## config.mk

```make
export PLATFORM = sky130hd
export DESIGN_NAME = rect_motion_ctl
export DESIGN_NICKNAME = d
export VERILOG_FILES = /design/src/rtl/rect_motion_ctl_pkg.sv /design/src/rtl/rect_motion_ctl_vblnk_tick.sv /design/src/rtl/rect_motion_ctl.sv
export SDC_FILE = /design/constraint.sdc
export NUM_CORES = 1
export LEC_CHECK = 0
export ABC_AREA = 1
export ABC_CLOCK_PERIOD_IN_PS = 6500
export CAP_MARGIN = 10
export CORE_MARGIN = 2
export CORE_UTILIZATION = 55
export CTS_CLUSTER_DIAMETER = 100
export CTS_CLUSTER_SIZE = 8
export DETAILED_ROUTE_END_ITERATION = 7
export PLACE_DENSITY_LB_ADDON = 0.3
export SLEW_MARGIN = 15
export SYNTH_ARGS = -nofsm -noshare
export SYNTH_HDL_FRONTEND = slang
export SYNTH_SLANG_ARGS = --single-unit
```

## constraint.sdc

```tcl
create_clock -name pclk -period 6.5 [get_ports pclk]
set_input_delay 0.65 -clock pclk [delete_from_list [all_inputs] [get_ports pclk]]
set_output_delay 0.65 -clock pclk [all_outputs]
set_load 0.02 [all_outputs]
```

## src/rtl/rect_motion_ctl_pkg.sv

```systemverilog
// rect_motion_ctl_pkg: shared geometry, motion constants and state encoding for the rectangle path
package rect_motion_ctl_pkg;
  localparam int SCREEN_W   = 1024;
  localparam int FLOOR_Y    = 600;
  localparam int RECT_W     = 64;
  localparam int RECT_H     = 64;
  localparam int GRAVITY    = 1;
  localparam int VMAX       = 32;
  localparam int MIN_BOUNCE = 4;
  localparam logic [11:0] X_MAX = 12'(SCREEN_W - RECT_W);
  localparam logic [11:0] Y_MAX = 12'(FLOOR_Y - RECT_H);
  typedef enum logic [1:0] {IDLE = 2'd0, FALL = 2'd1, RISE = 2'd2, REST = 2'd3} state_t;
endpackage

```

## src/rtl/rect_motion_ctl_vblnk_tick.sv

```systemverilog
// vblnk_tick: one-pclk pulse on the rising edge of vblnk (ports: pclk, rst, vblnk in; tick out)
module vblnk_tick (
  input  logic pclk,
  input  logic rst,
  input  logic vblnk,
  output logic tick
);
  logic vblnk_q;
  always_ff @(posedge pclk) vblnk_q <= rst ? 1'b0 : vblnk;
  assign tick = vblnk & ~vblnk_q;
endmodule

```

## src/rtl/rect_motion_ctl.sv

```systemverilog
// rect_motion_ctl: frame-tick sequencer that follows the mouse, then drops/bounces the rectangle (ports: pclk, rst, vblnk, mouse_xpos/ypos/left in; xpos, ypos, state, busy out)
module rect_motion_ctl
  import rect_motion_ctl_pkg::*;
(
  input  logic        pclk,
  input  logic        rst,
  input  logic        vblnk,
  input  logic [11:0] mouse_xpos,
  input  logic [11:0] mouse_ypos,
  input  logic        mouse_left,
  output logic [11:0] xpos,
  output logic [11:0] ypos,
  output logic [1:0]  state,
  output logic        busy
);
  state_t st, st_nx;
  logic tick, left_q, press_pend, pend, hit, stop, ceil, last;
  logic [5:0] vel, vel_nx, vn, vb;
  logic [6:0] vinc;
  logic [11:0] xpos_nx, ypos_nx, cx, cy, vel12;
  logic [12:0] yn;
  vblnk_tick u_tick (.pclk(pclk), .rst(rst), .vblnk(vblnk), .tick(tick));
  // a rising edge in the tick cycle itself counts as pending for that tick
  assign pend = press_pend | (mouse_left & ~left_q);
  always_ff @(posedge pclk) begin
    left_q     <= rst ? 1'b0 : mouse_left;
    press_pend <= rst ? 1'b0 : (tick ? 1'b0 : pend);
  end
  always_comb begin
    cx    = mouse_xpos > X_MAX ? X_MAX : mouse_xpos;
    cy    = mouse_ypos > Y_MAX ? Y_MAX : mouse_ypos;
    vinc  = {1'b0, vel} + 7'(GRAVITY);
    vn    = vinc > 7'(VMAX) ? 6'(VMAX) : vinc[5:0];
    yn    = {1'b0, ypos} + {7'd0, vn};
    hit   = yn >= {1'b0, Y_MAX};
    vb    = vn - (vn >> 2);
    stop  = vb < 6'(MIN_BOUNCE);
    vel12 = {6'd0, vel};
    ceil  = vel12 > ypos;
    last  = vel <= 6'(GRAVITY);
  end
  always_ff @(posedge pclk) st <= rst ? IDLE : st_nx;
  always_comb begin
    st_nx = st;
    if (tick)
      case (st)
        IDLE: st_nx = pend ? FALL : IDLE;
        FALL: st_nx = hit ? (stop ? REST : RISE) : FALL;
        RISE: st_nx = (ceil || last) ? FALL : RISE;
        REST: st_nx = pend ? IDLE : REST;
      endcase
  end
  always_comb begin
    xpos_nx = xpos;
    ypos_nx = ypos;
    vel_nx  = vel;
    if (tick)
      case (st)
        IDLE: begin
          xpos_nx = cx;
          ypos_nx = cy;
          vel_nx  = 6'd0;
        end
        FALL: begin
          ypos_nx = hit ? Y_MAX : yn[11:0];
          vel_nx  = hit ? (stop ? 6'd0 : vb) : vn;
        end
        RISE: begin
          ypos_nx = ceil ? 12'd0 : ypos - vel12;
          vel_nx  = (ceil || last) ? 6'd0 : vel - 6'(GRAVITY);
        end
        REST: ;
      endcase
  end
  always_ff @(posedge pclk) begin
    xpos <= rst ? 12'd0 : xpos_nx;
    ypos <= rst ? 12'd0 : ypos_nx;
    vel  <= rst ? 6'd0 : vel_nx;
  end
  assign state = st;
  assign busy  = (st == FALL) || (st == RISE);
endmodule

```

==> impl_metrics.py, run 1 <==
metrics = {
    "outcome": {
        "status": "finished, final reports clean",
    },
    "drt": {
        "routed_wl_um": 8780,
        "drcViolationCount": 0,
        "vias": 3551,
        "ant_nets": 0,
        "drt-initial-drc-count": 402,
        "avgViaCountPerCell": 5.44,
        "firstDrtPassIters": 5,
        "wl_per_cell_um": 13.4,
    },
    "cts": {
        "clock-sinks": 35,
        "root_buffer": "clkbuf_8",
        "cts.clk_slew.worst_paths_ns": 0.08,
        "cts_setup_buffers": 0,
        "clockBufferDepth": 2,
        "postCtsHoldBufs": 0,
        "htreeDepth": 2,
        "cts_resized": 0,
        "cts_made_buffers": 5,
        "clock_latency_ns": 0.29,
        "cts_tree": "yes",
    },
    "floorplanning": {
        "placeableCoreArea_um2": 5850,
        "die_w_um": 81.4,
        "die-area_um2": 6630,
        "rows": 28,
        "die_y_um": 81.4,
        "ios": 55,
        "start_util": 0.563,
    },
    "power": {
        "power.density_nw_per_um2": 138,
        "p_comb_frac": 0.281,
        "seq_power_share": 0.434,
        "switching_share": 0.333,
        "p_sw_uw": 182,
        "p_clk_frac": 0.285,
        "power_leakage_uw": 0.00184,
        "vdd_drop_max_uv": 129,
        "internal_power_uw": 365,
    },
    "logic_synthesis": {
        "synth_top_cell_area_share": 0.213,
        "synth_area_leader_cell": "dfxtp_1",
        "synthTopCellsByArea": "dfxtp_1, nand2_1, ha_1",
        "async_reset_ff_frac": 0,
        "ys.flop_type": "dfxtp_1",
        "syn-cell-area_um2": 3300,
        "yosysMostFrequentCell": "nand2_1",
        "synth_top_cells_by_count": "nand2_1, inv_1, nand3_1",
        "postSynthCellCount": 527,
        "ys_ff_latch": 35,
        "ys_seq_area_frac": 0.213,
        "synth_nets": 584,
        "yosys_warnings": 0,
        "synth_edf_count": 0,
        "syn_area_per_cell_um2": 6.25,
        "synth_cell_types": 40,
    },
    "place": {
        "dpl-instance-area_um2": 3870,
        "gp_congestion": 0.968,
        "numPortBuffers": 54,
        "post-dp-hpwl_um": 6920,
        "place_inst": 645,
    },
    "worst_setup_path": {
        "cp-end-kind": "flip-flop",
        "start_kind": "flip-flop",
        "cp_data_required_time_ns": 6.71,
        "reg2reg_slack_ns": 2.57,
        "crit_type": "reg -> reg",
        "regToRegStartpoint": "vel[0]",
        "worstPathMaxFanout": 14,
        "startpoint": "vel[0]",
        "critPathArrivalTime_ns": 4.13,
    },
    "flow_run": {
        "maxCapViolations": 0,
    },
    "cells_and_area": {
        "fin_nets": 634,
        "design_area_um2": 3960,
        "area_delta_synth_final_pct": 20.1,
        "instances_no_fill": 653,
        "antennaDiodeCount": 0,
        "fillers": 529,
        "drive_above_1_share": 0.0657,
    },
    "timing": {
        "fin_crit_sh": 0.604,
        "period_minus_slack_ns": 3.93,
        "timing.fmax_mhz": 255,
        "slew_headroom": 0.354,
        "tightestPinTransition_ns": 0.966,
        "slew_violations": 0,
        "setup_viol": 0,
        "rsz0062_at_grt": "false",
        "tns_ns": 0,
        "skew_ns": 0.00856,
        "hold_viol_final": 0,
    },
    "global_route": {
        "antenna_found_initial": 0,
        "grt-ovfl-total": 0,
        "grt_max_degree": 23,
        "grtUsageTotal": 0.277,
        "grt_pass1_vias": 3157,
        "grt_pass1_wl_um": 14500,
    },
    "worst_hold_path": {
        "hp-class": "reg -> reg",
        "hp-start": "xpos[11]",
    },
}
==> power groups by stage <==
| stage | clock [uW] | sequential, uW | combinational, uW |
|---|---|---|---|
| floorplan | 0 | 250 | 84.8 |
| global placement | 0 | 241 | 149 |
| detailed placement | 0 | 241 | 152 |
| CTS | 159 | 237 | 153 |
| global route | 167 | 238 | 170 |
| finish | 156 | 237 | 154 |
==> cells by family (layout without fill, tap and decap cells) <==
family          count (synthesis)  count (layout)  synth area share
simple gates                  279             279             0.380
compound gates                 76              76             0.133
buf+inv                        90             141             0.107
fa+ha+maj                      29              29             0.117
flops                          35              35             0.213
xor+xnor                       18              18            0.0501
==> critical path, cell delays in order (launching register included) <==
cell and delay (ns):
dfxtp_1 0.48, ha_1 0.21, nand2_1 0.10, o21ai_0 0.38, nand3_1 0.15, nand2_1 0.10, inv_1 0.04, nor2_1 0.25
inv_1 0.15, fa_1 0.46, inv_1 0.09, nand3_1 0.07, nand2_1 0.10, nand2_1 0.07, nand2_1 0.08, nand2_1 0.09
xor2_2 0.27, nor2_8 0.08, nand2_4 0.17, nand2_1 0.12, nand3b_1 0.15, nand3_1 0.08, a21oi_1 0.14
==> cell type report <==
cell class,instances,area [um^2],share of cell area
clock inverters,2,12.5,0.00316
repair buffers,54,541,0.137
inverters,79,297,0.0749
well taps,75,93.8,0.0237
flip-flops and latches,35,701,0.177
clock buffers,6,72.6,0.0183
multi-input cells,402,2240,0.566
==> flip-flops by register name, summed over array words and instances, names as in the netlist <==
| name | cells |
|---|---|
| press_pend | 1 |
| xpos | 12 |
| vel | 6 |
| state | 2 |
| ypos | 12 |
| left_q | 1 |
| u_tick.vblnk_q | 1 |
==> final timing paths <==
check | endpoint | cells after the start
hold / removal | xpos[11] | 2
setup / recovery | ypos[4] | 22
hold reg to reg | xpos[11] | 2
setup reg to reg | ypos[4] | 22
==> cell usage in the layout, fill, tap and decap left out, types with 4 or more instances in the layout <==
master	n
a21oi_2	5
clkbuf_8	5
nand4_1	12
dfxtp_1	35
nor3_1	4
inv_1	74
nor2_1	49
nand3_1	51
nand3b_1	4
clkdlybuf4s50_1	54
o21ai_0	26
nand2_1	137
xor2_1	14
nand2_2	8
inv_2	4
a21oi_1	29
ha_1	26
o21ai_1	7
==> layer usage <==
metal / global-route usage / share of wire / vias to the layer above
met5: 0 / 0 / -
met4: 0.0678 / 0.013 / 0
met3: 0.0341 / 0.055 / 15
met2: 0.453 / 0.46 / 121
met1: 0.388 / 0.48 / 1619
li1: - / - / 1796
==> through the flow <==
stage | hold slack (ns) | utilization | setup slack, ns | power [uW]
final | 0.473 | 0.676 | 2.57 | 547
after global routing | 0.484 | 0.676 | 2.16 | 576
after CTS | 0.473 | 0.676 | 2.58 | 549
after detailed placement | 0.457 | 0.662 | 2.60 | 393
after global placement | 0.448 | 0.662 | 2.88 | 390
after floorplan | 0.453 | - | 3.18 | 334
Power figures use the tool's default switching activity.
==> run 2: changes to the inputs <==
--- a/config.mk
+++ b/config.mk
@@ -6,10 +6,10 @@
 export NUM_CORES = 1
 export LEC_CHECK = 0
 export ABC_AREA = 1
-export ABC_CLOCK_PERIOD_IN_PS = 6500
+export ABC_CLOCK_PERIOD_IN_PS = 3600
 export CAP_MARGIN = 10
 export CORE_MARGIN = 2
-export CORE_UTILIZATION = 55
+export CORE_UTILIZATION = 49
 export CTS_CLUSTER_DIAMETER = 100
 export CTS_CLUSTER_SIZE = 8
 export DETAILED_ROUTE_END_ITERATION = 7
==> constraint.sdc (replaced) <==
create_clock -name pclk -period 3.6 [get_ports pclk]
set_input_delay 0.36 -clock pclk [delete_from_list [all_inputs] [get_ports pclk]]
set_output_delay 0.36 -clock pclk [all_outputs]
set_load 0.02 [all_outputs]
==> impl_metrics.py, run 2 (synthesized netlist as in run 1, its figures left out) <==
metrics = {
    "global_route": {
        "antenna_found_initial": 0,
        "grt-ovfl-total": 0,
        "grt_max_degree": 23,
        "grt_pass1_vias": 3099,
        "grt_pass1_wl_um": 13800,
        "grtUsageTotal": 0.229,
    },
    "place": {
        "numPortBuffers": 54,
        "preCtsSetupSlack_ns": 0.0500,
        "gp_congestion": 0.946,
        "post-dp-hpwl_um": 6730,
    },
    "worst_setup_path": {
        "crit_slowest_cell": "fa_2",
        "cp-end-kind": "flip-flop",
        "start_kind": "flip-flop",
        "worst_path_largest_cell_delay_ns": 0.38,
        "critPathArrivalTime_ns": 3.55,
        "worstPathMaxFanout": 14,
        "path_delay_family": "simple AND/OR/NAND/NOR gates",
        "path_common_cell": "nand2_1",
        "crit_chain": "ha_1, or2_2, nand2_1, nand3_1, nor2_1, nand3_1, nand2_1, inv_1, nor2_2, inv_2, fa_2, inv_1, nand3_1, nand2_1, nand2_1, nand2_1, nand2_1, xor2_2, nor2_8, nand2_8, nand2_1, nand3b_1, nand3_1, a21oi_2",
        "critPathBufInv": 3,
        "crit_type": "reg -> reg",
        "cp_data_required_time_ns": 3.78,
    },
    "timing": {
        "setup_viol": 0,
        "layout_setup_ws_ns": 0.233,
        "hold_viol_final": 0,
        "skew_ns": 0.00883,
        "slew_headroom": 0.534,
        "timing.fmax_mhz": 297,
        "period_minus_slack_ns": 3.37,
        "slew_violations": 0,
        "fin_crit_sh": 0.935,
        "tightestPinTransition_ns": 0.700,
        "whs_ns": 0.467,
    },
    "floorplanning": {
        "start_util": 0.513,
        "placeableCoreArea_um2": 6420,
        "die_y_um": 86.0,
        "rows": 29,
        "ios": 55,
        "die_w_um": 86.0,
        "die-area_um2": 7400,
    },
    "drt": {
        "drt-initial-drc-count": 260,
        "avgViaCountPerCell": 5.35,
        "ant_nets": 0,
        "vias": 3571,
        "routed_wl_um": 8730,
        "firstDrtPassIters": 5,
        "drcViolationCount": 0,
        "wl_per_cell_um": 13.1,
    },
    "cells_and_area": {
        "fillers": 600,
        "register_area_um2": 706,
        "multi_input_area_um2": 2270,
        "antennaDiodeCount": 0,
        "layout_commonest_cell": "nand2_1",
        "drive_above_1_share": 0.105,
        "fin_nets": 646,
        "layout_common_cells": "nand2_1, inv_1, clkdlybuf4s50_1",
        "largest_registers": "xpos: 12 flops, ypos: 12 flops, vel: 6 flops",
        "area_delta_synth_final_pct": 23.9,
    },
    "cts": {
        "clock_latency_ns": 0.29,
        "cts.clk_slew.worst_paths_ns": 0.07,
        "root_buffer": "clkbuf_8",
        "cts_made_buffers": 5,
        "clockBufferDepth": 2,
        "clock-sinks": 35,
        "htreeDepth": 2,
        "cts_tree": "yes",
    },
    "flow_run": {
        "maxCapViolations": 0,
    },
    "power": {
        "vdd_drop_max_uv": 323,
        "power.density_nw_per_um2": 243,
        "power_leakage_uw": 0.00190,
    },
    "worst_hold_path": {
        "hp-class": "reg -> reg",
    },
    "outcome": {
        "status": "finished, final reports clean",
    },
}
## run 2: changes by cell type in the layout (fill, tap and decap cells not counted), sizes merged
cell	before	now
clkinvlp	1	0
clkbuf	6	7
buf	0	12
## run 2: area by class of cell
| cell class | count | area share |
|---|---|---|
| clock buffers | 7 | 0.0187 |
| well taps | 77 | 0.0236 |
| multi-input cells | 402 | 0.557 |
| flip-flops and latches | 35 | 0.173 |
| inverters | 79 | 0.0726 |
| clock inverters | 1 | 0.00123 |
| repair buffers | 66 | 0.154 |
## run 2: worst min-delay path, cell delays in order, from the launching register on
cell and delay (ns):
dfxtp_1 0.32, nand3_1 0.07, inv_1 0.04
## run 2: power by group
| part | leakage, uW | internal (uW) | total (uW) | switching [uW] |
|---|---|---|---|---|
| logic | 0.00157 | 122 | 284 | 162 |
| clock network | 0.0000422 | 136 | 281 | 145 |
| registers | 0.000288 | 407 | 428 | 21.0 |
| total | 0.00190 | 665 | 993 | 328 |
## run 2: layer usage
layer / track usage / wire, um
met1: 0.325 / 3970
met2: 0.350 / 3830
met3: 0.0433 / 748
met4: 0.0722 / 183
met5: 0 / 0
## run 2: path summary, 6_finish.rpt
check	startpoint	end	slack, ns	cells past startpoint
min	xpos[11]	xpos[11]	0.47	2
max	vel[0]	ypos[4]	0.23	24
min reg2reg	xpos[11]	xpos[11]	0.47	2
max reg2reg	vel[0]	ypos[4]	0.23	24
## run 2: repair_timing
| item | in CTS | in global routing |
|---|---|---|
| resized for setup | 0 | 16 |
| buffers inserted | 0 | 6 |
| hold buffers | 0 | 0 |
| endpoints found under the setup margin | 0 | 18 |
## run 2: through the flow
step	util	cells	cell area [um^2]	setup TNS, ns	power, uW
5_1_grt	0.636	667	4080	-0.0620	1040
3_3_place_gp	0.610	653	3920	0	706
2_1_floorplan	-	527	3300	0	604
3_5_place_dp	0.610	653	3920	0	709
6_report	0.636	667	4080	0	993
4_1_cts	0.623	661	4000	0	991
